===== src/rtl/fifo_arb_pkg.sv =====
// Shared types and constants for the FIFO write arbiter.
package fifo_arb_pkg;

    typedef enum logic {
        IDLE  = 1'b0,
        BURST = 1'b1
    } state_t;

    localparam int unsigned STALL_CNT_W = 16;

endpackage


===== src/rtl/fifo_wr_arbiter_if.sv =====
// Producer/FIFO-side bundle of the write arbiter; master is the arbiter side.
interface fifo_wr_arbiter_if #(
    parameter int unsigned N_REQ      = 4,
    parameter int unsigned DATA_WIDTH = 8
);
    import fifo_arb_pkg::*;

    localparam int unsigned OWNER_W = $clog2(N_REQ);

    logic [N_REQ-1:0]            req;
    logic [N_REQ*DATA_WIDTH-1:0] req_data;
    logic [N_REQ-1:0]            gnt;
    logic                        fifo_wr_en;
    logic [DATA_WIDTH-1:0]       fifo_din;
    logic                        fifo_full;
    logic                        fifo_almost_full;
    logic [OWNER_W-1:0]          owner;
    logic                        busy;
    logic [STALL_CNT_W-1:0]      stall_cnt;

    modport master (
        input  req, req_data, fifo_full, fifo_almost_full,
        output gnt, fifo_wr_en, fifo_din, owner, busy, stall_cnt
    );

    modport slave (
        output req, req_data, fifo_full, fifo_almost_full,
        input  gnt, fifo_wr_en, fifo_din, owner, busy, stall_cnt
    );

endinterface


===== src/rtl/rr_pick.sv =====
// Cyclic first-one search: lowest set bit of req at or after ptr, wrapping.
module rr_pick #(
    parameter int unsigned N = 4,
    localparam int unsigned W = $clog2(N)
) (
    input  logic [N-1:0] req,
    input  logic [W-1:0] ptr,
    output logic [W-1:0] idx,
    output logic         found
);

    logic [W-1:0] cand;

    // N is a power of two, so the W-bit add wraps exactly at N.
    always_comb begin
        idx   = ptr;
        found = 1'b0;
        cand  = '0;
        for (int unsigned i = 0; i < N; i++) begin
            cand = ptr + W'(i);
            if (!found && req[cand]) begin
                idx   = cand;
                found = 1'b1;
            end
        end
    end

endmodule


===== src/rtl/fifo_wr_arbiter.sv =====
// Round-robin burst arbiter feeding one FIFO write port from N_REQ producers.
// FIFO_ARB_AF_THROTTLE_EN: also hold off writes while fifo_almost_full is high.
module fifo_wr_arbiter
    import fifo_arb_pkg::*;
#(
    parameter int unsigned N_REQ      = 4,
    parameter int unsigned DATA_WIDTH = 8,
    parameter int unsigned MAX_BURST  = 4
) (
    input logic              clk,
    input logic              rst,
    fifo_wr_arbiter_if.master bus
);

    localparam int unsigned OWNER_W = $clog2(N_REQ);
    localparam int unsigned BEAT_W  = $clog2(MAX_BURST) + 1;

    state_t                 state_q, state_d;
    logic [OWNER_W-1:0]     owner_q, owner_d;
    logic [OWNER_W-1:0]     rr_ptr_q, rr_ptr_d;
    logic [BEAT_W-1:0]      beat_cnt_q, beat_cnt_d;
    logic [STALL_CNT_W-1:0] stall_cnt_q, stall_cnt_d;
    logic [OWNER_W-1:0]     pick_idx;
    logic                   pick_found;
    logic                   write_ok;
    logic                   owner_req;
    logic                   beat_go;
    logic                   last_beat;

`ifdef FIFO_ARB_AF_THROTTLE_EN
    assign write_ok = !bus.fifo_full && !bus.fifo_almost_full;
`else
    assign write_ok = !bus.fifo_full;
`endif

    assign owner_req = bus.req[owner_q];
    assign beat_go   = (state_q == BURST) && owner_req && write_ok;
    assign last_beat = (beat_cnt_q == BEAT_W'(MAX_BURST - 1));

    rr_pick #(
        .N (N_REQ)
    ) u_rr_pick (
        .req   (bus.req),
        .ptr   (rr_ptr_q),
        .idx   (pick_idx),
        .found (pick_found)
    );

    always_ff @(posedge clk or negedge rst) begin
        if (!rst) begin
            state_q     <= IDLE;
            owner_q     <= '0;
            rr_ptr_q    <= '0;
            beat_cnt_q  <= '0;
            stall_cnt_q <= '0;
        end else begin
            state_q     <= state_d;
            owner_q     <= owner_d;
            rr_ptr_q    <= rr_ptr_d;
            beat_cnt_q  <= beat_cnt_d;
            stall_cnt_q <= stall_cnt_d;
        end
    end

    always_comb begin
        state_d     = state_q;
        owner_d     = owner_q;
        rr_ptr_d    = rr_ptr_q;
        beat_cnt_d  = beat_cnt_q;
        stall_cnt_d = stall_cnt_q;
        unique case (state_q)
            IDLE: begin
                if (pick_found) begin
                    state_d    = BURST;
                    owner_d    = pick_idx;
                    beat_cnt_d = '0;
                end
            end
            BURST: begin
                // A dropped request or a full burst both hand the pointer on.
                if (!owner_req) begin
                    state_d  = IDLE;
                    rr_ptr_d = owner_q + OWNER_W'(1);
                end else if (write_ok) begin
                    beat_cnt_d = beat_cnt_q + BEAT_W'(1);
                    if (last_beat) begin
                        state_d  = IDLE;
                        rr_ptr_d = owner_q + OWNER_W'(1);
                    end
                end else if (stall_cnt_q != '1) begin
                    stall_cnt_d = stall_cnt_q + STALL_CNT_W'(1);
                end
            end
            default: state_d = IDLE;
        endcase
    end

    always_comb begin
        bus.gnt = '0;
        if (beat_go) begin
            bus.gnt[owner_q] = 1'b1;
        end
        bus.fifo_wr_en = beat_go;
        bus.fifo_din   = bus.req_data[owner_q*DATA_WIDTH +: DATA_WIDTH];
        bus.owner      = owner_q;
        bus.busy       = (state_q == BURST);
        bus.stall_cnt  = stall_cnt_q;
    end

endmodule

===== src/flat_wrapper.sv =====
// flat-port wrapper written by rule: the top's interface ports become plain ports
module fifo_wr_arbiter_flat import fifo_arb_pkg::*;
#(
    parameter int unsigned N_REQ      = 4,
    parameter int unsigned DATA_WIDTH = 8,
    parameter int unsigned MAX_BURST  = 4
)
  (clk, rst, bus_req, bus_req_data, bus_fifo_full, bus_fifo_almost_full, bus_gnt, bus_fifo_wr_en, bus_fifo_din, bus_owner, bus_busy, bus_stall_cnt);
  fifo_wr_arbiter_if #(.N_REQ(N_REQ), .DATA_WIDTH(DATA_WIDTH)) bus_i ();
  input logic clk;
  input logic rst;
  input wire logic [$bits(bus_i.req)-1:0] bus_req;
  input wire logic [$bits(bus_i.req_data)-1:0] bus_req_data;
  input wire logic [$bits(bus_i.fifo_full)-1:0] bus_fifo_full;
  input wire logic [$bits(bus_i.fifo_almost_full)-1:0] bus_fifo_almost_full;
  output wire logic [$bits(bus_i.gnt)-1:0] bus_gnt;
  output wire logic [$bits(bus_i.fifo_wr_en)-1:0] bus_fifo_wr_en;
  output wire logic [$bits(bus_i.fifo_din)-1:0] bus_fifo_din;
  output wire logic [$bits(bus_i.owner)-1:0] bus_owner;
  output wire logic [$bits(bus_i.busy)-1:0] bus_busy;
  output wire logic [$bits(bus_i.stall_cnt)-1:0] bus_stall_cnt;
  assign bus_i.req = bus_req;
  assign bus_i.req_data = bus_req_data;
  assign bus_i.fifo_full = bus_fifo_full;
  assign bus_i.fifo_almost_full = bus_fifo_almost_full;
  assign bus_gnt = bus_i.gnt;
  assign bus_fifo_wr_en = bus_i.fifo_wr_en;
  assign bus_fifo_din = bus_i.fifo_din;
  assign bus_owner = bus_i.owner;
  assign bus_busy = bus_i.busy;
  assign bus_stall_cnt = bus_i.stall_cnt;
  fifo_wr_arbiter #(.N_REQ(N_REQ), .DATA_WIDTH(DATA_WIDTH), .MAX_BURST(MAX_BURST)) u_core (.clk(clk), .rst(rst), .bus(bus_i));
endmodule

===== config.mk =====
export PLATFORM = sky130hd
export DESIGN_NAME = fifo_wr_arbiter_flat
export DESIGN_NICKNAME = d
export VERILOG_FILES = /design/src/rtl/fifo_arb_pkg.sv /design/src/rtl/fifo_wr_arbiter_if.sv /design/src/rtl/rr_pick.sv /design/src/rtl/fifo_wr_arbiter.sv /design/src/flat_wrapper.sv
export SDC_FILE = /design/constraint.sdc
export NUM_CORES = 1
export LEC_CHECK = 0
export BUFFER_PORTS_ARGS = -buffer_cell sky130_fd_sc_hd__buf_2
export CAP_MARGIN = 15
export CELL_PAD_IN_SITES_DETAIL_PLACEMENT = 1
export CELL_PAD_IN_SITES_GLOBAL_PLACEMENT = 1
export CORE_UTILIZATION = 32
export DETAILED_ROUTE_END_ITERATION = 12
export GPL_TIMING_DRIVEN = 0
export HOLD_SLACK_MARGIN = 0.02
export PLACE_DENSITY = 0.72
export SETUP_SLACK_MARGIN = 0.15
export SYNTH_ARGS = -nofsm -noshare
export SYNTH_HDL_FRONTEND = slang
export SYNTH_SLANG_ARGS = --single-unit

===== constraint.sdc =====
create_clock -name clk -period 3.1 [get_ports clk]
set_clock_uncertainty 0.15 [all_clocks]
set_input_delay 0.93 -clock clk [delete_from_list [all_inputs] [get_ports clk]]
set_output_delay 0.93 -clock clk [all_outputs]
set_load 0.01 [all_outputs]

==> out/qor_table.md, run 1 <==
| Quantity | Value |
|---|---|
| Clock network latency to the later pin of the worst-skew pair | 270 ps |
| Hold buffers post-CTS | 0 |
| Wirelength per Cell | 17.2 um |
| Worst VDD drop | 0.247 mV |
| Detailed-placement wirelength estimate | 3470 um |
| Max Fanout on Critical Path | 5 |
| Switch share | 40.4% |
| Count of input and output buffers | 70 |
| Most used flip-flop cell after synthesis | sky130_fd_sc_hd__dfrtp_1 |
| I/O pins | 72 |
| Final Cycle Share | 98.2% |
| Worst path required time | 2020 ps |
| Fraction of layout cells with a size suffix above 1 | 48.8% |
| Pin count of the biggest net entering global routing | 25 |
| Run status | finished clean |
| Synth warnings | 0 |
| Total length of routed wires | 4590 um |
| Iteration count of the initial detailed-routing pass | 6 |
| DR vias/cell | 5.15 |
| Post-Synthesis Cells | 135 |
| CTS Buf Count | 3 |
| Worst setup slack after placement | -123 ps |
| Count of final hold-check violations | 0 |
| Synthesized net count | 182 |
| P per Cell Area | 720 mW/mm2 |
| Sequential cell area fraction in the yosys report | 39.4% |
| Remaining antenna violation count after routing | 0 |
| Leakage power | 1.05 nW |
| Part of the total power dissipated in combinational logic | 52.3% |
| Internal power consumption | 910 uW |
| Crit-path cells | buf_8 > mux4_2 > nand2_2 > nor2_4 > and2_1 > buf_2 |
| Routability congestion estimate | 0.748 |
| RSZ-0062 raised after global routing | yes |
| Floorplan die width | 71.0 um |
| Wire length of the first global-routing pass | 7060 um |
| Count of antenna diodes in the layout | 0 |
| Filler cells | 525 |
| Max-Cap Viols | 0 |
| Final slew viol count | 0 |
| Number of cells in the design after placement | 258 |
| Synth cell types | 38 |
| Minimum hold slack | 343 ps |
| Final TNS setup | 0 ps |
| Worst-Margin Slew | 650 ps |
| Clk pwr share | 14.2% |
| Min cycle time layout | 3040 ps |
| Layout overhead on the synthesized area | 39.3% |
| Max-Slew Margin vs Limit | 56.1% |
| DRC violation count after routing | 0 |
| Data arrival time of the critical path | 1960 ps |
| Placeable Area | 0.00447 mm2 |
| Overall die area | 0.00504 mm2 |
| Share of total power in sequential cells | 33.5% |
| Path type of the worst min-delay path | flop to flop |
| All-layer global routing usage | 18.2% |
| Post-synthesis area per instance | 11.3 um2 |
| Fin cells | 267 |
| Number of DRC markers after the initial detailed-route iteration | 33 |
| Maximum clock frequency | 328 MHz |
| Total of flip-flops plus latches after synthesis | 24 |
| Total number of vias | 1374 |
| Power consumption | 1.53 mW |
| FFs w/ async S/R, synth | 100% |
| Standard-cell rows | 24 |
| Number of H-tree levels | 1 |
| Combined area of all synthesized cells | 0.00152 mm2 |
| CTS Sinks | 24 |
| Initial antenna violation count | 0 |
| CTS tree | yes |
| Worst-case clock buffer depth | 2 |
| Net load switching power | 617 uW |
| Clock transition at the register clock pins on the worst setup and hold paths after CTS | 90 ps |
| Initial Util | 34.0% |
| Total gr overflow | 0 |
| Vertical die dimension | 71.0 um |
| Critical Path Source Type | input pin |
| Buffer cell driving the clock tree root | sky130_fd_sc_hd__clkbuf_8 |
| Number of enable flip-flop cells after synthesis | 0 |
| Total number of nets in the final design | 263 |
| Setup violators final | 0 |
| Category of the worst setup path capture point | output port |
| Peak per-stage delay on the critical path | 500 ps |
| Critical path type | input pin to output port |
| Number of global-route vias before repair | 1419 |
| Worst path slowest cell | sky130_fd_sc_hd__mux4_2 |
| Final worst slack | 55.1 ps |
Yosys cell counts (2+ instances only):
cell type	count	area share, %
sky130_fd_sc_hd__a21oi_1	4	1.3
sky130_fd_sc_hd__and2_1	4	1.6
sky130_fd_sc_hd__and4_1	2	1.2
sky130_fd_sc_hd__dfrtp_1	24	39
sky130_fd_sc_hd__ha_1	7	5.8
sky130_fd_sc_hd__inv_1	6	1.5
sky130_fd_sc_hd__mux2_2	2	1.5
sky130_fd_sc_hd__mux2i_1	2	1.3
sky130_fd_sc_hd__mux4_2	9	13
sky130_fd_sc_hd__nand2_1	15	3.7
sky130_fd_sc_hd__nand2b_1	2	0.82
sky130_fd_sc_hd__nand3_1	4	1.3
sky130_fd_sc_hd__nand4_1	8	3.3
sky130_fd_sc_hd__nor2_1	6	1.5
sky130_fd_sc_hd__nor3_1	2	0.66
sky130_fd_sc_hd__o211ai_1	2	0.99
sky130_fd_sc_hd__o21ai_0	3	0.99
sky130_fd_sc_hd__xnor2_1	7	4.0
sky130_fd_sc_hd__xor2_1	7	4.0
layout make-up:
| cell class | instances | area, um2 | share of cell area, % |
|---|---|---|---|
| Buffer | 2 | 15.0 | 0.708 |
| Clock buffer | 4 | 55.1 | 2.60 |
| Timing Repair Buffer | 76 | 460 | 21.7 |
| Inverter | 6 | 22.5 | 1.06 |
| Sequential cell | 24 | 601 | 28.3 |
| Tap cell | 52 | 65.1 | 3.07 |
| Multi-Input combinational cell | 103 | 902 | 42.5 |
cell families after synthesis:
group                      share of synthesized area, %
buffers and inverters                              2.30
AOI/OAI and AO/OA                                  7.07
and+or+nand+nor                                    20.3
adders and majority gates                          5.75
xor gates and xnor gates                           8.05
muxes                                              17.1
DFF                                                39.4
layer usage:
layer	GRT usage, %	up-vias	share of wire (%)
met5	0	-	0
met4	6.67	0	1.1
met3	1.57	4	1.4
met2	31.2	19	52
met1	24.1	698	46
li1	-	653	-
cell usage in the layout (no fill, tap or decap), types with 6 or more instances in the layout:
| cell | count |
|---|---|
| sky130_fd_sc_hd__inv_1 | 6 |
| sky130_fd_sc_hd__nor2_1 | 6 |
| sky130_fd_sc_hd__mux4_2 | 9 |
| sky130_fd_sc_hd__xor2_1 | 7 |
| sky130_fd_sc_hd__nand2_1 | 14 |
| sky130_fd_sc_hd__xnor2_1 | 7 |
| sky130_fd_sc_hd__buf_2 | 62 |
| sky130_fd_sc_hd__nand4_1 | 8 |
| sky130_fd_sc_hd__dfrtp_1 | 24 |
| sky130_fd_sc_hd__buf_4 | 6 |
| sky130_fd_sc_hd__ha_1 | 7 |
state kept, by name (all words and copies together), names as in the netlist:
register and count:
u_core.beat_cnt_q 3, u_core.rr_ptr_q 2, u_core.bus.owner 2, u_core.bus.stall_cnt 16, u_core.bus.busy 1
final timing paths:
path / from / endpoint / slack (ps) / cells after the start
min in group asynchronous: rst / u_core.bus.stall_cnt[10]$_DFFE_PN0P_ / 490 / 1
min reg2reg: u_core.bus.stall_cnt[6]$_DFFE_PN0P_ / u_core.bus.stall_cnt[6]$_DFFE_PN0P_ / 340 / 1
min: u_core.bus.stall_cnt[6]$_DFFE_PN0P_ / u_core.bus.stall_cnt[6]$_DFFE_PN0P_ / 340 / 1
max reg2reg: u_core.bus.owner[0]$_DFFE_PN0P_ / u_core.bus.stall_cnt[1]$_DFFE_PN0P_ / 1010 / 5
max: bus_req[3] / bus_gnt[2] / 60 / 6
max in group asynchronous: rst / u_core.bus.owner[1]$_DFFE_PN0P_ / 1950 / 1
worst max-delay path: cells and delay by family:
kind	cells	cell delay [ps]
and+or+nand+nor	3	290
buffers and inverters	2	230
muxes	1	500
power groups by stage:
stage | sequential, mW | combinational (mW) | clock, mW
2_1_floorplan | 0.510 | 0.452 | 0
3_3_place_gp | 0.514 | 0.693 | 0
3_5_place_dp | 0.516 | 0.731 | 0
4_1_cts | 0.513 | 0.788 | 0.221
5_1_grt | 0.529 | 0.860 | 0.232
6_report | 0.512 | 0.799 | 0.217
stage by stage:
stage          instance area [um2]  util (%)
2_1_floorplan                 1520         -
3_3_place_gp                  1940      43.3
3_5_place_dp                  1950      43.6
4_1_cts                       2100      46.9
5_1_grt                       2120      47.4
6_report                      2120      47.4
timing repair:
item                                    4_1_cts  5_1_grt
endpoints found under the setup margin        5       12
pin swaps                                     6        2
buffers inserted                              5        0
gates resized for setup                      15        7
(Power assumes the default switching activity.)
==> run 2, diff against run 1 <==
--- a/config.mk
+++ b/config.mk
@@ -9,11 +9,11 @@
 export CAP_MARGIN = 15
 export CELL_PAD_IN_SITES_DETAIL_PLACEMENT = 1
 export CELL_PAD_IN_SITES_GLOBAL_PLACEMENT = 1
-export CORE_UTILIZATION = 32
+export CORE_UTILIZATION = 34
 export DETAILED_ROUTE_END_ITERATION = 12
 export GPL_TIMING_DRIVEN = 0
 export HOLD_SLACK_MARGIN = 0.02
-export PLACE_DENSITY = 0.72
+export PLACE_DENSITY = 0.76
 export SETUP_SLACK_MARGIN = 0.15
 export SYNTH_ARGS = -nofsm -noshare
 export SYNTH_HDL_FRONTEND = slang
==> run 2 against run 1 <==
Compared with the run above: critical path type unchanged; clock-buffer cell count did not move; register-to-register slack hardly changed; fmax rose by 1.3%; cell area is 0.29% lower; first-iteration DRC count is 18% lower; non-clock buffer count up 1.
==> out/qor_table.md, run 2 (synthesis results as in run 1) <==
| Quantity | Value | Delta |
|---|---|---|
| Floorplan die width | 68.9 um | -2.9% |
| Met3 wire length | 119 um | +86% |
| Final slew viol count | 0 | unchanged |
| Setup violators final | 0 | unchanged |
| Final Cycle Share | 96.9% | -1.3 points |
| Routability congestion estimate | 0.746 | -0.29% |
| Placeable Area | 0.00414 mm2 | -7.4% |
| Initial Util | 36.7% | +2.7 points |
| Final TNS setup | 0 ps | unchanged |
| Standard-cell rows | 23 | -4.2% |
| Overall die area | 0.00475 mm2 | -5.7% |
| Category of the worst setup path capture point | output port |  |
| DR vias/cell | 5.22 | +1.4% |
| Worst path slowest cell | sky130_fd_sc_hd__mux4_2 |  |
| Total gr overflow | 0 | unchanged |
| Number of cells in the design after placement | 256 | -0.78% |
| Uppermost layer routed | met4 |  |
| Layout overhead on the synthesized area | 38.9% |  |
| Worst setup endpoint | bus_gnt[1] |  |
| Post-route standard cell area excluding fillers | 0.00211 mm2 | -0.29% |
| Buffer cell driving the clock tree root | sky130_fd_sc_hd__clkbuf_8 |  |
| Share of total power in sequential cells | 34.1% | +0.6 points |
| CTS Buf Count | 3 | unchanged |
| Vertical die dimension | 68.9 um | -2.9% |
| Worst-Margin Slew | 601 ps | -49.7 ps |
| Worst path required time | 2020 ps | about the same |
| Wirelength per Cell | 17.1 um | -0.63% |
| Internal power consumption | 904 uW | -0.75% |
| All-layer global routing usage | 19.6% | +1.4 points |
| Cell count of the worst hold path | 1 | unchanged |
| Reg2Reg Capture Point | u_core.bus.stall_cnt[1]$_DFFE_PN0P_ |  |
| Fin cells | 266 | -0.37% |
| Peak per-stage delay on the critical path | 490 ps | about the same |
| CTS tree | yes |  |
| Hold Crit Start | u_core.bus.stall_cnt[6]$_DFFE_PN0P_ |  |
| Crit-path cells | buf_8 > mux4_2 > nand2_2 > nor2_4 > and2_1 > buf_2 |  |
| Pin count of the biggest net entering global routing | 25 | unchanged |
| Max-Cap Viols | 0 | unchanged |
| Wire length of the first global-routing pass | 6790 um | -3.8% |
| Count of antenna diodes in the layout | 0 | unchanged |
| CTS Sinks | 24 | unchanged |
| Worst VDD drop | 0.271 mV | +9.8% |
| Data arrival time of the critical path | 1930 ps | -30 ps |
| Fraction of layout cells with a size suffix above 1 | 48.6% | -0.23 points |
| Iteration count of the initial detailed-routing pass | 4 | -2 |
| Leakage power | 1.05 nW | +0.34% |
| DRC violation count after routing | 0 | unchanged |
| Beginning of the critical path | bus_req[3] |  |
| Cells on worst reg2reg path | 5 | unchanged |
| Remaining antenna violation count after routing | 0 | unchanged |
| Max-Slew Margin vs Limit | 59.4% | +3.4 points |
| Hold buffers post-CTS | 0 | unchanged |
| Met1 WL | 2040 um | -2.6% |
| Minimum hold slack | 338 ps | -5.68 ps |
| Max Fanout on Critical Path | 5 | unchanged |
| Count of input and output buffers | 70 | unchanged |
| Count of final hold-check violations | 0 | unchanged |
| I/O pins | 72 | unchanged |
| Part of the total power dissipated in combinational logic | 51.6% | -0.7 points |
| Critical path type | input pin to output port |  |
| Net load switching power | 613 uW | -0.70% |
| Number of global-route vias before repair | 1324 | -6.7% |
| Detailed-placement wirelength estimate | 3490 um | +0.62% |
| Worst flop-to-flop path startpoint | u_core.bus.owner[0]$_DFFE_PN0P_ |  |
| Initial antenna violation count | 0 | unchanged |
| Met2 wire length | 2310 um | -3.0% |
| Path type of the worst min-delay path | flop to flop |  |
| Flip-flop count of the largest register after layout | 16 | unchanged |
| Worst reg2reg setup slack | 1010 ps | about the same |
| RSZ-0062 raised after global routing | yes |  |
| P per Cell Area | 717 mW/mm2 | -0.44% |
| Most frequent cells in the layout | sky130_fd_sc_hd__buf_2 (64), sky130_fd_sc_hd__dfrtp_1 (24), sky130_fd_sc_hd__nand2_1 (14) |  |
| Maximum clock frequency | 333 MHz | +1.3% |
| Post-placement cell area | 0.00195 mm2 | -0.13% |
| Min cycle time layout | 3010 ps | -39.4 ps |
| Leading cell type in the layout, fill and taps excluded | sky130_fd_sc_hd__buf_2 |  |
| Critical Path Source Type | input pin |  |
| Clock network latency to the later pin of the worst-skew pair | 260 ps | about the same |
| Worst-case clock buffer depth | 2 | unchanged |
| Total length of routed wires | 4550 um | -1.0% |
| Number of H-tree levels | 1 | unchanged |
| Run status | finished clean |  |
| Number of DRC markers after the initial detailed-route iteration | 27 | -18% |
| Total number of vias | 1388 | +1.0% |
| Clk pwr share | 14.3% | about the same |
| Total number of nets in the final design | 264 | +0.38% |
| Power consumption | 1.52 mW | -0.73% |
| Switch share | 40.4% | about the same |
| Clock transition at the register clock pins on the worst setup and hold paths after CTS | 90 ps | about the same |
==> run 2: cell count changes in the layout (fill, tap and decap cells not counted) <==
cell and change:
sky130_fd_sc_hd__and2_1 +1, sky130_fd_sc_hd__and2_4 -1, sky130_fd_sc_hd__buf_2 +2, sky130_fd_sc_hd__buf_4 +1, sky130_fd_sc_hd__buf_6 -3, sky130_fd_sc_hd__buf_8 +1
==> run 2: worst min-delay path by stage <==
| stage | endpoint | slack [ps] |
|---|---|---|
| after floorplan | u_core.beat_cnt_q[0]$_DFFE_PN0P_ | 300 |
| after global placement | u_core.bus.stall_cnt[6]$_DFFE_PN0P_ | 330 |
| after detailed placement | u_core.bus.stall_cnt[6]$_DFFE_PN0P_ | 330 |
| after CTS | u_core.bus.stall_cnt[6]$_DFFE_PN0P_ | 340 |
| after global routing | u_core.bus.stall_cnt[6]$_DFFE_PN0P_ | 370 |
| final | u_core.bus.stall_cnt[6]$_DFFE_PN0P_ | 340 |
==> run 2: power by group through the flow <==
| stage | Combinational, mW | Sequential [mW] | Clock (mW) |
|---|---|---|---|
| 6_report | 0.782 | 0.517 | 0.217 |
| 5_1_grt | 0.858 | 0.535 | 0.232 |
| 4_1_cts | 0.783 | 0.515 | 0.223 |
| 3_5_place_dp | 0.727 | 0.517 | 0 |
| 3_3_place_gp | 0.692 | 0.513 | 0 |
| 2_1_floorplan | 0.452 | 0.510 | 0 |
==> run 2: final cells by class <==
| class | instances | area (um2) |
|---|---|---|
| fill | 494 | 2030 |
| tap | 50 | 62.6 |
| sequential | 24 | 601 |
| clock buffer | 4 | 55.1 |
| inverter | 6 | 22.5 |
| multi-input combinational | 103 | 900 |
| timing repair buffer | 77 | 459 |
| buffer | 2 | 15.0 |
==> run 2: stage by stage <==
step                utilization [%]  setup slack, ps
floorplan                         -              195
detailed placement             47.0             -113
CTS                            50.6             91.9
global route                   51.0             51.1
global placement               46.7             -114
finish                         51.0             94.6
==> run 2: routing by layer <==
layer | GRT usage, % | vias up
met5 | 0 | -
met4 | 4.34 | 0
met3 | 2.80 | 6
met2 | 31.7 | 27
met1 | 27.5 | 696
li1 | - | 659
==> run 2: what timing repair did <==
item,CTS,global route
pin swaps,6,1
cloned,0,0
hold endpoints to repair,0,0
gates resized for setup,16,3
endpoints found under the setup margin,5,13
setup buffers,5,1
==> run 2: critical path: cells and delay by family <==
family / cells / cell delay, ps
buffers and inverters: 2 / 230
muxes: 1 / 490
and+or+nand+nor: 3 / 280
